### src/rtl/core_fetch_pkg.sv
// Shared types and constants for the instruction fetch stage.
package core_fetch_pkg;

    localparam int unsigned XLEN   = 32;
    localparam int unsigned PTR_W  = 30;
    localparam int unsigned PAIR_W = 29;

    typedef logic [PTR_W-1:0]  ptr;
    typedef logic [PAIR_W-1:0] pair_ptr;

    localparam logic [XLEN-1:0] NOP = 32'h0000_0013;

    typedef struct packed {
        logic [XLEN-1:0] insn_a;
        logic [XLEN-1:0] insn_b;
        pair_ptr         pc;
        logic            skip_a;
    } fetch_entry;

    typedef enum logic [1:0] {
        BUS_IDLE,
        BUS_WAIT,
        BUS_DROP
    } bus_state;

endpackage

### src/rtl/core_fetch_fifo.sv
// Prefetch FIFO of instruction pairs; only the pointers and count are reset.
module core_fetch_fifo
    import core_fetch_pkg::*;
#(
    parameter  int unsigned DEPTH = 4,
    localparam int unsigned AW    = $clog2(DEPTH),
    localparam int unsigned CW    = AW + 1
) (
    input  logic          clk,
    input  logic          rst_n,
    input  logic          push,
    input  logic          pop,
    input  logic          clear,
    input  fetch_entry    push_data,
    output logic [CW-1:0] count,
    output fetch_entry    head
);

    fetch_entry    mem [DEPTH];
    logic [AW-1:0] wr_ptr;
    logic [AW-1:0] rd_ptr;

    // Pointer and occupancy tracking; clear drops everything buffered.
    always_ff @(posedge clk or negedge rst_n) begin
        if (!rst_n) begin
            wr_ptr <= '0;
            rd_ptr <= '0;
            count  <= '0;
        end else if (clear) begin
            wr_ptr <= '0;
            rd_ptr <= '0;
            count  <= '0;
        end else begin
            if (push) wr_ptr <= wr_ptr + AW'(1);
            if (pop)  rd_ptr <= rd_ptr + AW'(1);
            if (push && !pop)      count <= count + CW'(1);
            else if (pop && !push) count <= count - CW'(1);
        end
    end

    always_ff @(posedge clk) begin
        if (push) mem[wr_ptr] <= push_data;
    end

    assign head = mem[rd_ptr];

endmodule

### src/rtl/core_fetch.sv
// Instruction fetch stage: pair requests on the instruction bus, prefetch
// buffering, and a registered two-slot output toward decode.
module core_fetch
    import core_fetch_pkg::*;
#(
    parameter int unsigned DEPTH    = 4,
    parameter ptr          RESET_PC = '0
) (
    input  logic              clk,
    input  logic              rst_n,
    input  logic              flush,
    input  ptr                target,
    input  logic              stall,
    input  logic              insn_ready,
    input  logic [2*XLEN-1:0] insn_data,
    output logic              insn_start,
    output pair_ptr           insn_addr,
    output logic [XLEN-1:0]   insn_a,
    output logic [XLEN-1:0]   insn_b,
    output ptr                pc_a,
    output ptr                pc_b,
    output logic              valid_a,
    output logic              valid_b
);

    localparam int unsigned CW  = $clog2(DEPTH) + 1;
    localparam int unsigned CW1 = CW + 1;

    bus_state      state;
    bus_state      state_nxt;
    ptr            fetch_ptr;
    pair_ptr       req_pc;
    logic          req_skip;
    logic          run;
    logic [CW-1:0] fifo_count;
    fetch_entry    fifo_head;
    fetch_entry    resp_entry;
    fetch_entry    load_entry;
    logic          outstanding;
    logic          has_room;
    logic          accept;
    logic          load;
    logic          bypass;
    logic          fifo_push;
    logic          fifo_pop;
    logic          load_valid;

    // Room counts the in-flight request as an occupied slot.
    assign outstanding = (state != BUS_IDLE);
    assign has_room    = ({1'b0, fifo_count} + CW1'(outstanding)) < CW1'(DEPTH);

    always_ff @(posedge clk or negedge rst_n) begin
        if (!rst_n) begin
            state <= BUS_IDLE;
            run   <= 1'b0;
        end else begin
            state <= state_nxt;
            run   <= 1'b1;
        end
    end

    // Bus FSM: WAIT holds a live request, DROP holds one orphaned by a flush.
    always_comb begin
        state_nxt  = state;
        insn_start = 1'b0;
        accept     = 1'b0;
        case (state)
            BUS_IDLE: begin
                if (run && !flush && has_room) begin
                    insn_start = 1'b1;
                    state_nxt  = BUS_WAIT;
                end
            end
            BUS_WAIT: begin
                if (flush) begin
                    state_nxt = insn_ready ? BUS_IDLE : BUS_DROP;
                end else if (insn_ready) begin
                    accept = 1'b1;
                    if (has_room) begin
                        insn_start = 1'b1;
                        state_nxt  = BUS_WAIT;
                    end else begin
                        state_nxt  = BUS_IDLE;
                    end
                end
            end
            BUS_DROP: begin
                if (insn_ready) state_nxt = BUS_IDLE;
            end
            default: state_nxt = BUS_IDLE;
        endcase
    end

    assign insn_addr = fetch_ptr[PTR_W-1:1];

    // Fetch pointer and the attributes of the request currently on the bus.
    always_ff @(posedge clk or negedge rst_n) begin
        if (!rst_n) begin
            fetch_ptr <= RESET_PC;
            req_pc    <= '0;
            req_skip  <= 1'b0;
        end else if (flush) begin
            fetch_ptr <= target;
        end else if (insn_start) begin
            req_pc    <= fetch_ptr[PTR_W-1:1];
            req_skip  <= fetch_ptr[0];
            fetch_ptr <= {fetch_ptr[PTR_W-1:1] + PAIR_W'(1), 1'b0};
        end
    end

    assign resp_entry.insn_a = insn_data[XLEN-1:0];
    assign resp_entry.insn_b = insn_data[2*XLEN-1:XLEN];
    assign resp_entry.pc     = req_pc;
    assign resp_entry.skip_a = req_skip;

    // An empty FIFO lets the bus response go straight into the output register.
    assign load       = !stall || !valid_b;
    assign bypass     = (fifo_count == '0);
    assign load_entry = bypass ? resp_entry : fifo_head;
    assign load_valid = !bypass || accept;
    assign fifo_pop   = !flush && load && !bypass;
    assign fifo_push  = accept && !(load && bypass);

    core_fetch_fifo #(
        .DEPTH (DEPTH)
    ) u_fifo (
        .clk       (clk),
        .rst_n     (rst_n),
        .push      (fifo_push),
        .pop       (fifo_pop),
        .clear     (flush),
        .push_data (resp_entry),
        .count     (fifo_count),
        .head      (fifo_head)
    );

    // Output register toward decode.
    always_ff @(posedge clk or negedge rst_n) begin
        if (!rst_n) begin
            insn_a  <= NOP;
            insn_b  <= NOP;
            pc_a    <= '0;
            pc_b    <= '0;
            valid_a <= 1'b0;
            valid_b <= 1'b0;
        end else if (flush) begin
            valid_a <= 1'b0;
            valid_b <= 1'b0;
        end else if (load) begin
            if (load_valid) begin
                insn_a  <= load_entry.skip_a ? NOP : load_entry.insn_a;
                insn_b  <= load_entry.insn_b;
                pc_a    <= {load_entry.pc, 1'b0};
                pc_b    <= {load_entry.pc, 1'b1};
                valid_a <= !load_entry.skip_a;
                valid_b <= 1'b1;
            end else begin
                valid_a <= 1'b0;
                valid_b <= 1'b0;
            end
        end
    end

endmodule
### config.mk
export PLATFORM = sky130hd
export DESIGN_NAME = core_fetch
export DESIGN_NICKNAME = d
export VERILOG_FILES = /design/src/rtl/core_fetch_pkg.sv /design/src/rtl/core_fetch_fifo.sv /design/src/rtl/core_fetch.sv
export SDC_FILE = /design/constraint.sdc
export NUM_CORES = 1
export LEC_CHECK = 0
export ABC_AREA = 1
export ABC_CLOCK_PERIOD_IN_PS = 12800
export CAP_MARGIN = 20
export CORE_AREA = 2 2 197 199
export DETAILED_ROUTE_END_ITERATION = 10
export DIE_AREA = 0 0 199 201
export PLACE_DENSITY = 0.85
export REMOVE_ABC_BUFFERS = 1
export SYNTH_ARGS = -nofsm -noshare
export SYNTH_HDL_FRONTEND = slang
export SYNTH_SLANG_ARGS = --single-unit
### constraint.sdc
create_clock -name clk -period 12.8 [get_ports clk]
set_input_delay 3.2 -clock clk [delete_from_list [all_inputs] [get_ports clk]]
set_output_delay 3.2 -clock clk [all_outputs]
set_load 0.01 [all_outputs]
# Word level (Yosys, flattened, before mapping)
# Memories as Yosys holds them, arrays and structs flattened.
# Index checks and enable logic that the tools add are counted.
# totals
ramBits,376
memories,1
register_bits,195
in_bits,99
wordCells,91
# op_classes
order_cmp,1
add_sub_neg,6
eq_ne,5
reduce_logical,29
n_bitwise,1
muxes,34
# mem_list
name,words,width,read_ports,rd_clocked_by_memory_dff,wr,line_no,rtl
u_fifo.mem,4,94,1,0,1,core_fetch_fifo.sv:19,fetch_entry mem [DEPTH];
# op_table
cell,count
$mux W94,1
$mux W30,2
$mux W32,1
$add A29 B1 Y29 const B,1
$mux W2,9
$mux W1,16
$reduce_bool A2 Y1,5
$mux W3,3
$logic_and A1 B1 Y1,8
$logic_not A1 Y1,8
$pmux W2 S3,1
$reduce_and A3 Y1,2
$add A2 B1 Y2 const B,2
$add A3 B1 Y4,1
$lt A4 B3 Y1 const B,1
$ne A2 B2 Y1 const B,2
$add A3 B1 Y3 const B,1
$logic_not A3 Y1,1
$ne A3 B3 Y1 const B,1
$reduce_bool A3 Y1,1
$sub A3 B1 Y3 const B,1
$eq A2 B1 Y1 const B,1
$eq A2 B2 Y1 const B,1
$logic_not A2 Y1,1
4 further kinds,5

# Longest topological paths before layout
# logic_depth
ltp_word,10
ltp_mapped,12

# Cells and area by module
# Synthesis repeated with hierarchy kept, for this count alone.
# hier_totals
hier_cells,2105
hier_area_um2,22997.1
# by_module_without_submodules
module,area_per_inst_um2,cells_each,instances,seq_area_each_um2
core_fetch_fifo,14380.0,970,1,11466.0
core_fetch,8617.0,1135,1,3986.3

# Least setup slack after synthesis
# No wires, ideal clock.
# synth_path
path_kind,input -> register
startpoint,input flush
endpoint,memory u_fifo.mem[0][0] in the netlist's numbering (enable)
cell_stages,5
setup_slack_ns,4.630
arrival_time_ns,7.622
setup_time_ns,0.548
required_time_ns,12.252
n_path_buf,0
cell_sequence,inv_2 -> nand2_2 -> nor2_8 -> nand2_1 -> nor2_1
# synth_between
elab_chain_cells,5
# synth_rtl
item,line_no,rtl
start: declaration,core_fetch.sv:11,"input logic flush,"
$mux W1,core_fetch.sv:75,if (flush) begin
$mux W1,core_fetch.sv:67,case (state)
$logic_and A1 B1 Y1,core_fetch.sv:122,assign fifo_push = accept && !(load && bypass);
$mux W1,core_fetch_fifo.sv:42,if (push) mem[wr_ptr] <= push_data;
$mux W1 (implied by the code),core_fetch_fifo.sv:42,
end: declaration,core_fetch_fifo.sv:19,
# Every way passes these cells.

# Worst setup path in the final report
# layout_path
startpoint,input flush
endpoint,output insn_start
# layout_between
elab_chain_cells,5
elab_cells_between_ends,6
cone_classes,3 x mux; 3 x reduce/logical
# layout_rtl
item,line_no,rtl
$logic_not A1 Y1,core_fetch.sv:69,if (run && !flush && has_room) begin
$logic_and A1 B1 Y1 (2 in series),core_fetch.sv:69,
$mux W1,core_fetch.sv:69,
$pmux W1 S2 *,core_fetch.sv:67,
end: declaration,core_fetch.sv:16,"output logic insn_start,"
# Mark *: on every way between the ends. The rest lies on a longest branch, timed or not.

==> summary.md <==
| Metric | Value |
|---|---|
| Internal | `0.003827 W` |
| Row count | `72` |
| Max-slew headroom | `0.2623` |
| # port buffers | `253` |
| TritonRoute pass-1 iters | `6` |
| Sink of the worst hold path | `insn_a[17]` |
| Fin nets | `2414` |
| Predominant post-synthesis flop cell | `edfxtp_1` |
| Final HPWL from detailed placement | `30770 µm` |
| Die X | `~200 µm` |
| Mapped Cells | `roughly 2200` |
| Area of the multi-input gates | `6171 µm²` |
| # hold bufs at CTS | `0` |
| Drt initial violations | `about 1600` |
| CP Data Arrival Time | `5.80 ns` |
| DRT Wirelength | `between 50000 and 60000 µm` |
| GR Util All Layers | `0.2799` |
| Post-synth ARST share | `0.3063` |
| Fin crit period | `9.004 ns` |
| Crit path largest cell delay | `about 0.64 ns` |
| Netlist cell types | `37` |
| Die area | `40000 µm²` |
| Area Overhead vs Synth | `17.96%` |
| RSZ-0062 raised after global routing | `no` |
| Maxcap violations | `0` |
| FF-to-FF Start | `state[1]` |
| XOR/XNOR share of the synthesized area | `0.003833` |
| Adder-Cell Fraction of Synth Area | `0.003614` |
| Reg clk slew, reported paths | `0.06 ns` |
| CP bufs+invs | `4` |
| Status | `completed` |
| Worst VDD drop | `0.0001356 V` |
| First-pass GRT wire length | `just under 90000 µm` |
| Critical path type | `primary input to output port` |
| Cts bufs inserted | `53` |
| Die Y | `201 µm` |
| Layout cells sized above 1 | `0.05650` |
| Final Hold Vio Count | `0` |
| Largest family of logic cells by synthesized area | `simple AND/OR/NAND/NOR gates` |
| CP max FO | `45` |
| Antenna violations before repair | `0` |
| Flop pwr share | `0.413` |
| Post-synth top area share | `0.4941` |
| Post-synthesis mux area share | `0` |
| Yosys warns | `0` |
| Clock root buffer | `clkbuf_16` |
| Post-Syn Area | `approximately 23000 µm²` |
| Synth Area in Compound Gates | `0.07874` |
| Number of synthesized flops with an enable pin | `376` |
| Max Transition Viols Final | `0` |
| HP Start | `insn_a[17]` |
| DR vias/cell | `5.790` |
| TritonCTS clock tree | `done` |
| WL met3 | `just under 5000 µm` |
| Max layer used | `met4` |
| Hold Worst Slack | `0.4745 ns` |
| DRC | `0` |
| Met1 WL | `21900 µm` |
| Yosys top cell by area | `edfxtp_1` |
| Post_cts resized | `0` |
| Total Neg Setup Slack | `0 ns` |
| Synth cell count leaders | `nand2_1 (611), edfxtp_1 (376), nor2_1 (238)` |
| Net Sw Frac | `0.3487` |
| Met2 wire length | `27630 µm` |
| WP data required | `9.60 ns` |
| Io pins | `255` |
| Worst Setup Start Kind | `primary input` |
| H-tree depth | `2` |
| Post-CTS setup buffers | `0` |
| Antenna viol nets, final | `0` |
| Reg2Reg Depth | `6` |
| CP cell instances | `clkdlybuf4s50_1 > buf_4 > inv_2 > nand2_2 > nor2_8 > nand3_4 > nand2_4 > clkdlybuf4s50_1` |
| Fin crit share | `0.7034` |
| Most frequent cell after synthesis | `nand2_1` |
| FF/Latch Area | `15460 µm²` |
| Cell mode on critical path | `clkdlybuf4s50_1` |
| Critical path endpoint category | `output port` |
| Cell leakage power | `10.46 nW` |
| CORE AREA | `38110 µm²` |
| Vias | `16630` |
| Power Total | `0.005877 W` |
| Initial Util | `0.5997` |
| Top area cells in the synthesized netlist | `edfxtp_1 (49%), dfrtp_1 (18%), nand2_1 (10%)` |
| Filler cells | `2598` |
| Worst-Margin Slew | `1.106 ns` |
| RR Endpoint | `u_fifo.mem[3][34]` |
| Combinational power share | `0.322` |
| Avg WL per Cell | `19.44 µm` |
| Flops & latches, synth | `542` |
| Worst hold stages | `2` |
| Final setup margin | `approximately 3.8 ns` |
| Sequential fraction of the synthesis area | `0.6762` |
| Endpoints failing setup | `0` |
| Vias in the first global route | `about 16000` |
| Latest clock arrival within the worst-skew pair | `0.57 ns` |
| Largest net degree at the start of global routing | `between 100 and 150` |
| Place WS | `approximately 3.8 ns` |
| CTS sink cnt | `542` |
| Clock skew | `0.01570 ns` |
| Clk pwr share | `0.264` |
| Total gr overflow | `0` |
| Buffer levels on the longest clock path | `3` |
| Gpl congestion | `~0.94` |
| Top Family by Delay on Critical Path | `buffers and inverters` |
| Finished Cell Area | `26950 µm²` |
| Slowest cell on crit path | `clkdlybuf4s50_1` |
| Post-synthesis average cell area | `around 11 µm²` |
| Critical path launch point | `flush` |
| Reg2Reg Setup Slack | `9.39 ns` |
| Dpl cell area | `about 25000 µm²` |
| N_diodes | `0` |
| PwrDens | `218.0 nW/µm²` |
| Hold Crit Class | `register to register` |
| Simple-gate share of the synthesized area | `0.1822` |
| Psw | `0.002049 W` |
| Top achievable clock speed | `approximately 110 MHz` |
power by group through the flow:
stage / clock network, W / registers, W / logic, W
2_1_floorplan: 0 / 0.00252 / 0.000870
3_3_place_gp: 0 / 0.00244 / 0.00180
3_5_place_dp: 0 / 0.00245 / 0.00186
4_1_cts: 0.00157 / 0.00243 / 0.00188
5_1_grt: 0.00164 / 0.00246 / 0.00207
6_report: 0.00155 / 0.00243 / 0.00189
layer usage:
metal,track usage,up-vias
met5,0,-
met4,0.09835,0
met3,0.04032,107
met2,0.4657,867
met1,0.3799,8056
li1,-,7599
worst register-to-register path, cell delays in order (launching register included):
cell and delay, ns:
dfrtp_1 0.41, inv_2 0.07, nand2_2 0.09, nor2_8 0.19, nand2_1 0.33, nor2_4 0.92, buf_4 0.95
metrics by stage:
stage | utilization | cells
floorplan | - | 1982
global placement | 0.6609 | 2771
detailed placement | 0.6609 | 2771
CTS | 0.7066 | 2871
global route | 0.7073 | 2872
finish | 0.7073 | 2872
kinds of logic after synthesis:
family | Yosys count
buffers and inverters | 236
AOI/OAI and AO/OA | 339
and+or+nand+nor | 1023
adders and majority gates | 6
DFF | 542
other | 2
xor gates and xnor gates | 10
placed cells by master (no fill, tap or decap), types with 4 or more instances in the layout:
cell type / n
nand2_1: 611
edfxtp_1: 376
clkdlybuf4s50_1: 252
nor2_1: 234
o21ai_0: 198
dfrtp_1: 158
nand3_1: 140
o22ai_1: 61
clkbuf_16: 55
inv_1: 52
o21ai_1: 50
a21oi_1: 23
clkbuf_1: 19
buf_4: 18
nand4_1: 16
clkinv_2: 11
nor2_4: 6
dfstp_2: 6
inv_2: 5
xnor2_1: 5
xor2_1: 5
ha_1: 5
bufinv_16: 5
clkbuf_8: 5
nand2_2: 4
clkinv_1: 4
layout make-up:
type / instances / share of cell area
sequential: 542 / 0.5735
timing repair buffer: 272 / 0.1001
inverter: 60 / 0.008680
tap: 518 / 0.02404
clock inverter: 22 / 0.008912
multi-input combinational: 1380 / 0.2289
clock buffer: 78 / 0.05575
flip-flops by register name (all words and copies together), names as in the netlist:
name,cells
insn_a,32
req_pc,29
state,2
valid_a,1
u_fifo.wr_ptr,2
req_skip,1
u_fifo.count,3
u_fifo.mem,376
pc_b,30
insn_b,32
run,1
valid_b,1
u_fifo.rd_ptr,2
fetch_ptr,30
how the worst max path moves through the flow:
stage | end | slack [ns] | cells after the start
floorplan | u_fifo.mem[0][0] | 4.43 | 5
global placement | insn_start | 3.88 | 8
detailed placement | insn_start | 3.81 | 8
CTS | insn_start | 3.81 | 8
global route | insn_start | 3.64 | 8
finish | insn_start | 3.80 | 8
(Power assumes the default switching activity.)
